===== config.mk =====
export PLATFORM = sky130hd
export DESIGN_NAME = bcd_digit_chain_counter_flat
export DESIGN_NICKNAME = d
export VERILOG_FILES = /design/src/rtl/clock_cnt_pkg.sv /design/src/rtl/bcd_digit_chain_counter_if.sv /design/src/rtl/bcd_digit_cell.sv /design/src/rtl/bcd_digit_chain_counter.sv /design/src/flat_wrapper.sv
export SDC_FILE = /design/constraint.sdc
export NUM_CORES = 1
export LEC_CHECK = 0
export BUFFER_PORTS_ARGS = -buffer_cell sky130_fd_sc_hd__buf_2
export CAP_MARGIN = 20
export CORE_MARGIN = 2
export CORE_UTILIZATION = 42
export CTS_CLUSTER_DIAMETER = 40
export DETAILED_ROUTE_END_ITERATION = 16
export PLACE_DENSITY = 0.73
export SLEW_MARGIN = 15
export SYNTH_ARGS = -nofsm -noshare
export SYNTH_HDL_FRONTEND = slang
export SYNTH_SLANG_ARGS = --single-unit
export TNS_END_PERCENT = 50

===== constraint.sdc =====
create_clock -name clk -period 1.5 [get_ports clk]
set_clock_uncertainty 0.1 [all_clocks]
set_input_delay 0.45 -clock clk [delete_from_list [all_inputs] [get_ports clk]]
set_output_delay 0.45 -clock clk [all_outputs]
set_load 0.02 [all_outputs]

===== src/rtl/clock_cnt_pkg.sv =====
// Shared types and helpers for the BCD digit-chain counter.
// Optional build macro used by the design files: CNT_DOWN_EN (count-down mode).
package clock_cnt_pkg;

  localparam int DIGIT_W = 4;

  typedef logic [DIGIT_W-1:0] bcd_digit_t;

  // Largest value a mod-M digit can hold.
  function automatic bcd_digit_t digit_max(input bcd_digit_t mod);
    return mod - 4'd1;
  endfunction

endpackage


===== src/rtl/bcd_digit_chain_counter_if.sv =====
// Control/data bundle of the BCD digit-chain counter; master drives the controls,
// slave is the counter itself.
interface bcd_digit_chain_counter_if #(
  parameter int NUM_DIGITS = 2
);
  logic                    en;
  logic                    cin;
  logic                    clr;
  logic                    load;
  logic [4*NUM_DIGITS-1:0] load_val;
  logic                    up_dn;
  logic [4*NUM_DIGITS-1:0] count;
  logic                    co_la;
  logic                    cout;
  logic                    load_err;

  modport master (
    output en, cin, clr, load, load_val, up_dn,
    input  count, co_la, cout, load_err
  );

  modport slave (
    input  en, cin, clr, load, load_val, up_dn,
    output count, co_la, cout, load_err
  );
endinterface


===== src/rtl/bcd_digit_cell.sv =====
// One mod-MOD BCD digit with clear, sanitised load and step.
// Build macro CNT_DOWN_EN adds decrement (up_dn=0); without it up_dn is ignored.
module bcd_digit_cell
  import clock_cnt_pkg::*;
#(
  parameter bcd_digit_t MOD = 4'd10
) (
  input  logic       clk,
  input  logic       rst,
  input  logic       step_in,
  input  logic       up_dn,
  input  logic       clr,
  input  logic       load,
  input  bcd_digit_t ld_val,
  output bcd_digit_t value,
  output logic       at_term,
  output logic       ld_bad
);

  localparam bcd_digit_t MAX = digit_max(MOD);

  bcd_digit_t nxt_step;

  assign ld_bad = (ld_val >= MOD);

`ifdef CNT_DOWN_EN
  // NOTE: every always_comb output gets a default first so no path can infer a latch.
  always_comb begin
    at_term  = 1'b0;
    nxt_step = value;
    if (up_dn) begin
      at_term  = (value == MAX);
      nxt_step = at_term ? '0 : value + 4'd1;
    end else begin
      at_term  = (value == '0);
      nxt_step = at_term ? MAX : value - 4'd1;
    end
  end
`else
  logic unused_up_dn;
  assign unused_up_dn = up_dn;

  always_comb begin
    at_term  = (value == MAX);
    nxt_step = at_term ? '0 : value + 4'd1;
  end
`endif

  // NOTE: state registers use non-blocking assignment so all digits update together on the edge.
  always_ff @(posedge clk or posedge rst) begin
    if (rst) begin
      value <= '0;
    end else if (clr) begin
      value <= '0;
    end else if (load) begin
      value <= ld_bad ? '0 : ld_val;
    end else if (step_in) begin
      value <= nxt_step;
    end
  end

endmodule


===== src/rtl/bcd_digit_chain_counter.sv =====
// Multi-digit BCD counter with per-digit modulus, lookahead carry and wrap pulse.
// Build macro CNT_DOWN_EN enables count-down mode via up_dn.
module bcd_digit_chain_counter
  import clock_cnt_pkg::*;
#(
  parameter int                              NUM_DIGITS = 2,
  parameter logic [DIGIT_W*NUM_DIGITS-1:0]   DIGIT_MOD  = {4'd6, 4'd10}
) (
  input logic                       clk,
  input logic                       rst,
  bcd_digit_chain_counter_if.slave  bus
);

  logic                  step;
  logic [NUM_DIGITS:0]   lower_term;
  logic [NUM_DIGITS-1:0] at_term;
  logic [NUM_DIGITS-1:0] ld_bad;

  assign step          = bus.en & bus.cin;
  assign lower_term[0] = 1'b1;

  // Digit k steps only when every lower digit sits at its terminal value.
  for (genvar k = 0; k < NUM_DIGITS; k++) begin : g_digit
    bcd_digit_cell #(
      .MOD (DIGIT_MOD[k*DIGIT_W +: DIGIT_W])
    ) u_cell (
      .clk     (clk),
      .rst     (rst),
      .step_in (step & lower_term[k]),
      .up_dn   (bus.up_dn),
      .clr     (bus.clr),
      .load    (bus.load),
      .ld_val  (bus.load_val[k*DIGIT_W +: DIGIT_W]),
      .value   (bus.count[k*DIGIT_W +: DIGIT_W]),
      .at_term (at_term[k]),
      .ld_bad  (ld_bad[k])
    );

    assign lower_term[k+1] = lower_term[k] & at_term[k];
  end

  // Same-edge cascade: feed co_la into the next counter's cin.
  assign bus.co_la = step & lower_term[NUM_DIGITS];

  always_ff @(posedge clk or posedge rst) begin
    if (rst) begin
      bus.cout     <= 1'b0;
      bus.load_err <= 1'b0;
    end else begin
      bus.cout     <= bus.co_la & ~bus.clr & ~bus.load;
      bus.load_err <= bus.load & ~bus.clr & (|ld_bad);
    end
  end

endmodule


===== src/flat_wrapper.sv =====
// flat-port wrapper written by rule: the top's interface ports become plain ports
module bcd_digit_chain_counter_flat import clock_cnt_pkg::*;
#(
  parameter int                              NUM_DIGITS = 2,
  parameter logic [DIGIT_W*NUM_DIGITS-1:0]   DIGIT_MOD  = {4'd6, 4'd10}
)
  (clk, rst, bus_en, bus_cin, bus_clr, bus_load, bus_load_val, bus_up_dn, bus_count, bus_co_la, bus_cout, bus_load_err);
  bcd_digit_chain_counter_if #(.NUM_DIGITS(NUM_DIGITS)) bus_i ();
  input logic clk;
  input logic rst;
  input wire logic [$bits(bus_i.en)-1:0] bus_en;
  input wire logic [$bits(bus_i.cin)-1:0] bus_cin;
  input wire logic [$bits(bus_i.clr)-1:0] bus_clr;
  input wire logic [$bits(bus_i.load)-1:0] bus_load;
  input wire logic [$bits(bus_i.load_val)-1:0] bus_load_val;
  input wire logic [$bits(bus_i.up_dn)-1:0] bus_up_dn;
  output wire logic [$bits(bus_i.count)-1:0] bus_count;
  output wire logic [$bits(bus_i.co_la)-1:0] bus_co_la;
  output wire logic [$bits(bus_i.cout)-1:0] bus_cout;
  output wire logic [$bits(bus_i.load_err)-1:0] bus_load_err;
  assign bus_i.en = bus_en;
  assign bus_i.cin = bus_cin;
  assign bus_i.clr = bus_clr;
  assign bus_i.load = bus_load;
  assign bus_i.load_val = bus_load_val;
  assign bus_i.up_dn = bus_up_dn;
  assign bus_count = bus_i.count;
  assign bus_co_la = bus_i.co_la;
  assign bus_cout = bus_i.cout;
  assign bus_load_err = bus_i.load_err;
  bcd_digit_chain_counter #(.NUM_DIGITS(NUM_DIGITS), .DIGIT_MOD(DIGIT_MOD)) u_core (.clk(clk), .rst(rst), .bus(bus_i));
endmodule

==> metrics.txt, run 1 <==
Crit path required time 0.95 ns; Fill cells 116; delay-heaviest family, CP flip-flops; Post-synth EDFFs 0; synth unique cells 31; Place WS -0.1369 ns; htree depth 1; Congestion Overflow GR 0; cell breakdown of the critical path inv_2, ha_4, and3b_2, nand3_4, nor2_4, buf_6; Pwr per Cell Area 622.5 mW/mm²; area share of the largest cell type after synthesis 0.3630; Hold Path Class input port to async pin; Clk Latency, worst-skew pair 0.27 ns; layout cells sized above 1 0.5128; MaxCap Viol Count 0; FP Rows 14; gpl congestion 0.7991; maximum fanout along the worst path 2; Core ar. 0.001524 mm²; Area Growth Syn to Fin 60.25%; Clock Tree Buf Depth 2; Setup WS post-layout -0.3928 ns; count leader, synth dfrtp_1; Core Util, Final 0.7250; Setup TNS Final -0.7277 ns; synthesis-stage register bit count 10; GR Util All Layers 0.2044; max incr delay on CP 0.41 ns; DR vias 718; # hold bufs at CTS 0; Peak Freq 0.5283 GHz; CTS tree done; Via density 5.398; clk sinks 10; final setup violation count 7; WHS 0.05612 ns; Yosys warning count 0; Worst setup EP type primary output; Final Max Tran Viols 0; starting density of the core 0.4524; syn nets 94; Die Area 0.001982 mm²; port bufs 24; Mapped Cells 75; critical path startpoint category register; Fin. Hold Viols 0; relative slew slack 0.7236; Worst EP arrival 1.34 ns; Net Sw Power 0.0002062 W; synthesized area 689.4 µm²; cell area after placement 953.4 µm²; unrepaired setup endpoints after global routing true; # DRC 0; Worst Path Class, Setup register to primary output; Top FF cell, synth dfrtp_1; IO Count 26; ys async rst share 1.000; initial antenna violation count 0; largest net degree at the start of global routing 11; Mean Syn Cell Area 9.192 µm²; Root Buffer clkbuf_4; WL/cell 13.89 µm; Seq/Total Area, Yosys 0.3630; die width 44.52 µm; DRT Wirelength 1847 µm; drt initial violations 15; crit path buf inv count 2; CTS Buf Count 3; CTS clk-pin slew, worst paths 0.07 ns; HPWL Detailed 1333 µm; Synth top cells by count dfrtp_1 (10), a21oi_1 (7), nand2_1 (6), o21ai_0 (6); Clock power frac 0.290; Antenna Diode Count 0; Final ANT Viol Nets 0; global-route wire length before repair 2918 µm; vias in the first global route 692; Int Pwr 0.0004815 W; Comb power frac 0.289; violated checks setup timing; Crit-path slowest cell dfrtp_2; drt pass-1 iters 4; maximum VDD drop 0.5068 mV; area leader, netlist dfrtp_1; Switching Share 0.2999; status finished, violations left; share of power burned in registers 0.421; crit path time final 1.893 ns; height of the die 44.52 µm; largest cells by area after synthesis dfrtp_1 (36%), ha_1 (7.3%), a21oi_1 (5.1%); measured slew at the worst slew-check pin 0.4141 ns; Pleak 0.5098 nW; nets 137; Tcrit/Tclk final 1.262; fin area 0.001105 mm²
per-layer routing:
metal | routed length [µm] | part of all wire | GRT usage | vias to the layer above
met2 | 842 | 0.46 | 0.3246 | 24
met5 | 0 | 0 | 0 | -
met1 | 873 | 0.47 | 0.2766 | 326
li1 | - | - | - | 364
met4 | 20 | 0.011 | 0.09091 | 0
met3 | 111 | 0.060 | 0.02449 | 4
sequential cells by signal, summed over array words and instances (netlist names):
register and flops:
u_core.bus.cout 1, u_core.bus.load_err 1, u_core.g_digit.u_cell.value 8
placed cells by master (no fill, tap or decap), types with 2 or more instances in the layout:
cell / count
buf_2: 15
buf_6: 12
buf_4: 12
dfrtp_1: 8
nand2_1: 6
a21oi_1: 6
o21ai_0: 5
inv_1: 4
nor2_1: 4
ha_1: 3
clkbuf_4: 3
a2bb2oi_2: 2
nand3b_1: 2
nand3_1: 2
nor3_1: 2
o21a_1: 2
dfrtp_2: 2
timing repair:
| item | in CTS | in global routing |
|---|---|---|
| pin swaps | 1 | 5 |
| resized for setup | 13 | 18 |
| setup buffers | 1 | 3 |
| endpoints found under the setup margin | 11 | 17 |
final cells by class:
class | count | area [µm²] | area share
Multi-Input combinational cell | 59 | 486.7 | 0.4405
Timing Repair Buffer | 39 | 300.3 | 0.2718
Sequential cell | 10 | 252.7 | 0.2288
Clock buffer | 4 | 26.28 | 0.02378
Tap cell | 16 | 20.02 | 0.01812
Inverter | 5 | 18.77 | 0.01699
through the flow:
| stage | instances | total power (W) |
|---|---|---|
| 2_1_floorplan | 75 | 0.0003756 |
| 3_5_place_dp | 128 | 0.0004525 |
| 6_report | 133 | 0.0006877 |
| 5_1_grt | 133 | 0.0007318 |
| 4_1_cts | 132 | 0.0006609 |
| 3_3_place_gp | 128 | 0.0004476 |
power by group through the flow:
| stage | registers [W] | logic [W] | clock network [W] |
|---|---|---|---|
| 6_report | 0.000290 | 0.000199 | 0.000199 |
| 5_1_grt | 0.000291 | 0.000218 | 0.000223 |
| 4_1_cts | 0.000289 | 0.000169 | 0.000203 |
| 3_5_place_dp | 0.000294 | 0.000159 | 0 |
| 3_3_place_gp | 0.000293 | 0.000154 | 0 |
| 2_1_floorplan | 0.000316 | 0.0000594 | 0 |
final timing paths:
kind	start	to	slack [ns]	cells past startpoint
max	u_core.g_digit[0].u_cell.value[1]	bus_co_la	-0.39	6
min	rst	u_core.g_digit[1].u_cell.value[3]	0.06	2
max reg2reg	u_core.g_digit[0].u_cell.value[1]	u_core.g_digit[1].u_cell.value[3]	-0.14	7
min reg2reg	u_core.g_digit[0].u_cell.value[2]	u_core.g_digit[0].u_cell.value[2]	0.54	2
max in group asynchronous	rst	u_core.g_digit[0].u_cell.value[0]	0.93	2
min in group clk	bus_load_val[3]	u_core.g_digit[0].u_cell.value[1]	0.31	2
cells by family (layout without fill, tap and decap cells):
family                   Yosys count  count (layout)  share of synthesized area
AO/OA/AOI/OAI                     24              24                     0.2341
XOR/XNOR                           1               1                    0.01271
adder cells (fa/ha/maj)            4               4                    0.07260
buffers and inverters              6              48                    0.03267
flip-flops                        10              10                     0.3630
multiplexers                       1               1                    0.01452
AND/OR/NAND/NOR                   29              29                     0.2704
(Power assumes the default switching activity.)
==> inputs of run 2 (changes only) <==
Settings changed: CORE_MARGIN 2 to not set.
==> run 2 against run 1 <==
Sequential share of layout area down 0.90 points. Critical endpoint unchanged. Register-to-register slack worse by 0.07 ns. Setup slack worse by 0.013 ns. The flow still finishes with violations (setup timing). Critical path depth unchanged. Via count up 6.5%. Final cell count up 1.5%. Die area down 8.8%. Combinational power up 6%.
==> metrics.txt, run 2 (same netlist as run 1, synthesis figures left out) <==
status finished, violations left (unchanged); violated checks setup timing (unchanged); IO Count 26 (unchanged); Inst Count DP 129 (was 128); maximum VDD drop 0.6205 mV (was 0.5068 mV); Worst EP arrival 1.36 ns (was 1.34 ns); Worst setup EP type primary output (unchanged); Largest register FFs 8 (unchanged); Crit path required time 0.95 ns (about the same); clk sinks 10 (unchanged); critical path startpoint category register (unchanged); max incr delay on CP 0.41 ns (about the same); WL/cell 15.04 µm (was 13.89 µm); initial antenna violation count 0 (unchanged); port bufs 24 (unchanged); final std cells w/o fill 135 (was 133); Int Pwr 0.0005324 W (was 0.0004815 W); Via density 5.667 (was 5.398); Clk Latency, worst-skew pair 0.27 ns (about the same); share of power burned in registers 0.385 (was 0.421); HPWL Detailed 1365 µm (was 1333 µm); Pwr per Cell Area 656.1 mW/mm² (was 622.5 mW/mm²); global-route wire length before repair 3180 µm (was 2918 µm); most frequent cells in the layout buf_6 (16), buf_2 (15), buf_4 (10), dfrtp_1 (8) (was buf_2 (15), buf_6 (12), buf_4 (12), dfrtp_1 (8)); CTS clk-pin slew, worst paths 0.07 ns (about the same); DR vias 765 (was 718); Core ar. 0.001524 mm² (unchanged); Die Area 0.001808 mm² (was 0.001982 mm²); CTS Buf Count 3 (unchanged); crit path time final 1.906 ns (was 1.893 ns); FF-to-FF End u_core.g_digit[1].u_cell.value[3] (unchanged); Antenna Diode Count 0 (unchanged); wire length on met2 1017 µm (was 842 µm); Comb power frac 0.280 (was 0.289); delay-heaviest family, CP flip-flops (unchanged); final setup violation count 7 (unchanged); routed wl met3 120 µm (was 111 µm); CTS tree done (unchanged); r2r setup slk -0.21 ns (was -0.14 ns); Clock power frac 0.336 (was 0.290); FP Rows 14 (unchanged); DRT met1 WL 859 µm (was 873 µm); Fill cells 107 (was 116); highest routed layer met4 (unchanged); Fin. Hold Viols 0 (unchanged); Setup WS post-layout -0.4056 ns (was -0.3928 ns); Peak Freq 0.5248 GHz (was 0.5283 GHz); vias in the first global route 692 (unchanged); drt initial violations 30 (was 15); unrepaired setup endpoints after global routing true (unchanged); DRT Wirelength 2030 µm (was 1847 µm); layout cells sized above 1 0.5462 (was 0.5128); maximum fanout along the worst path 2 (unchanged); Seq. cell area 252.7 µm² (unchanged); WHS 0.05977 ns (was 0.05612 ns); Worst Path Class, Setup register to primary output (unchanged); worst r2r src u_core.g_digit[0].u_cell.value[1] (unchanged); # DRC 0 (unchanged); R2R depth 8 (was 7); Tcrit/Tclk final 1.270 (was 1.262); nets 139 (was 137); measured slew at the worst slew-check pin 0.4756 ns (was 0.4141 ns); cell breakdown of the critical path inv_2, ha_4, and3b_2, nand3_4, nor2_4, buf_6 (unchanged); Area Growth Syn to Fin 66.79% (was 60.25%); Hold Path Class input port to async pin (unchanged); GR Util All Layers 0.2366 (was 0.2044); Net Sw Power 0.0002220 W (was 0.0002062 W); relative slew slack 0.6818 (was 0.7236); crit path buf inv count 2 (unchanged); Regs by FF count u_core.g_digit.u_cell.value: 8 flops, u_core.bus.cout: 1 flops, u_core.bus.load_err: 1 flops (unchanged); die width 42.52 µm (was 44.52 µm); drt pass-1 iters 4 (unchanged); Final Max Tran Viols 0 (unchanged); starting density of the core 0.4524 (unchanged); Switching Share 0.2943 (was 0.2999); Final ANT Viol Nets 0 (unchanged); gpl congestion 0.8280 (was 0.7991); Biggest register u_core.g_digit.u_cell.value (unchanged); largest net degree at the start of global routing 11 (unchanged); most common cell after layout, fill and taps aside buf_6 (was buf_2); Pleak 0.5314 nW (was 0.5098 nW); area of the multi-input gates 491.7 µm² (was 486.7 µm²); Crit-path slowest cell dfrtp_2 (unchanged); Congestion Overflow GR 0 (unchanged); MaxCap Viol Count 0 (unchanged); # hold bufs at CTS 0 (unchanged); Root Buffer clkbuf_4 (unchanged); height of the die 42.52 µm (was 44.52 µm); Clock Tree Buf Depth 2 (unchanged); htree depth 1 (unchanged)
## run 2: final cells by class
class,count,share of cell area
flip-flops and latches,10,0.2198
well taps,16,0.01741
inverters,5,0.01632
repair buffers,41,0.2873
multi-input cells,59,0.4276
clock buffers,4,0.03156
## run 2: layer usage
metal | vias up | global-route usage
met5 | - | 0
met4 | 0 | 0.09375
met3 | 6 | 0.03879
met2 | 35 | 0.3846
met1 | 359 | 0.3117
li1 | 365 | -
## run 2: how the worst max path moves through the flow
| stage | start | endpoint | slack (ns) | depth (start not counted) |
|---|---|---|---|---|
| floorplan | u_core.g_digit[0].u_cell.value[1] | bus_co_la | -0.20 | 5 |
| global placement | u_core.g_digit[0].u_cell.value[1] | bus_co_la | -0.13 | 6 |
| detailed placement | u_core.g_digit[0].u_cell.value[1] | bus_co_la | -0.15 | 6 |
| CTS | u_core.g_digit[0].u_cell.value[1] | bus_co_la | -0.42 | 6 |
| global route | u_core.g_digit[0].u_cell.value[1] | bus_co_la | -0.48 | 6 |
| finish | u_core.g_digit[0].u_cell.value[1] | bus_co_la | -0.41 | 6 |
## run 2: worst reg2reg max path, delay by kind of cell, from the launching register on
kind	cells	cell delay (ns)
flip-flops	1	0.41
AND/OR/NAND/NOR	2	0.29
buffers and inverters	3	0.33
adder cells (fa/ha/maj)	1	0.12
AO/OA/AOI/OAI	2	0.35
## run 2: repair_timing
action / CTS / global route
gates cloned: 0 / 0
endpoints found under the hold margin: 0 / 0
setup endpoints to repair: 13 / 16
pin swaps: 3 / 6
setup buffers: 2 / 2
resized for setup: 24 / 15
## run 2: power groups by stage
stage | clock [W] | combinational [W] | sequential (W)
floorplan | 0 | 0.0000594 | 0.000316
global placement | 0 | 0.000156 | 0.000293
detailed placement | 0 | 0.000162 | 0.000294
CTS | 0.000257 | 0.000186 | 0.000290
global route | 0.000273 | 0.000226 | 0.000292
finish | 0.000253 | 0.000211 | 0.000290
## run 2: metrics by stage
stage          setup slack, ns  TNS [ns]  cell area [µm²]  utilization  power (W)
2_1_floorplan          -0.2019   -0.2773            711.9            -  0.0003756
3_3_place_gp           -0.1313   -0.2614            960.9       0.6305  0.0004492
3_5_place_dp           -0.1502   -0.3742            960.9       0.6305  0.0004556
4_1_cts                -0.4173   -0.7435             1077       0.7069  0.0007331
5_1_grt                -0.4779    -1.584             1150       0.7545  0.0007901
6_report               -0.4056    -1.043             1150       0.7545  0.0007544
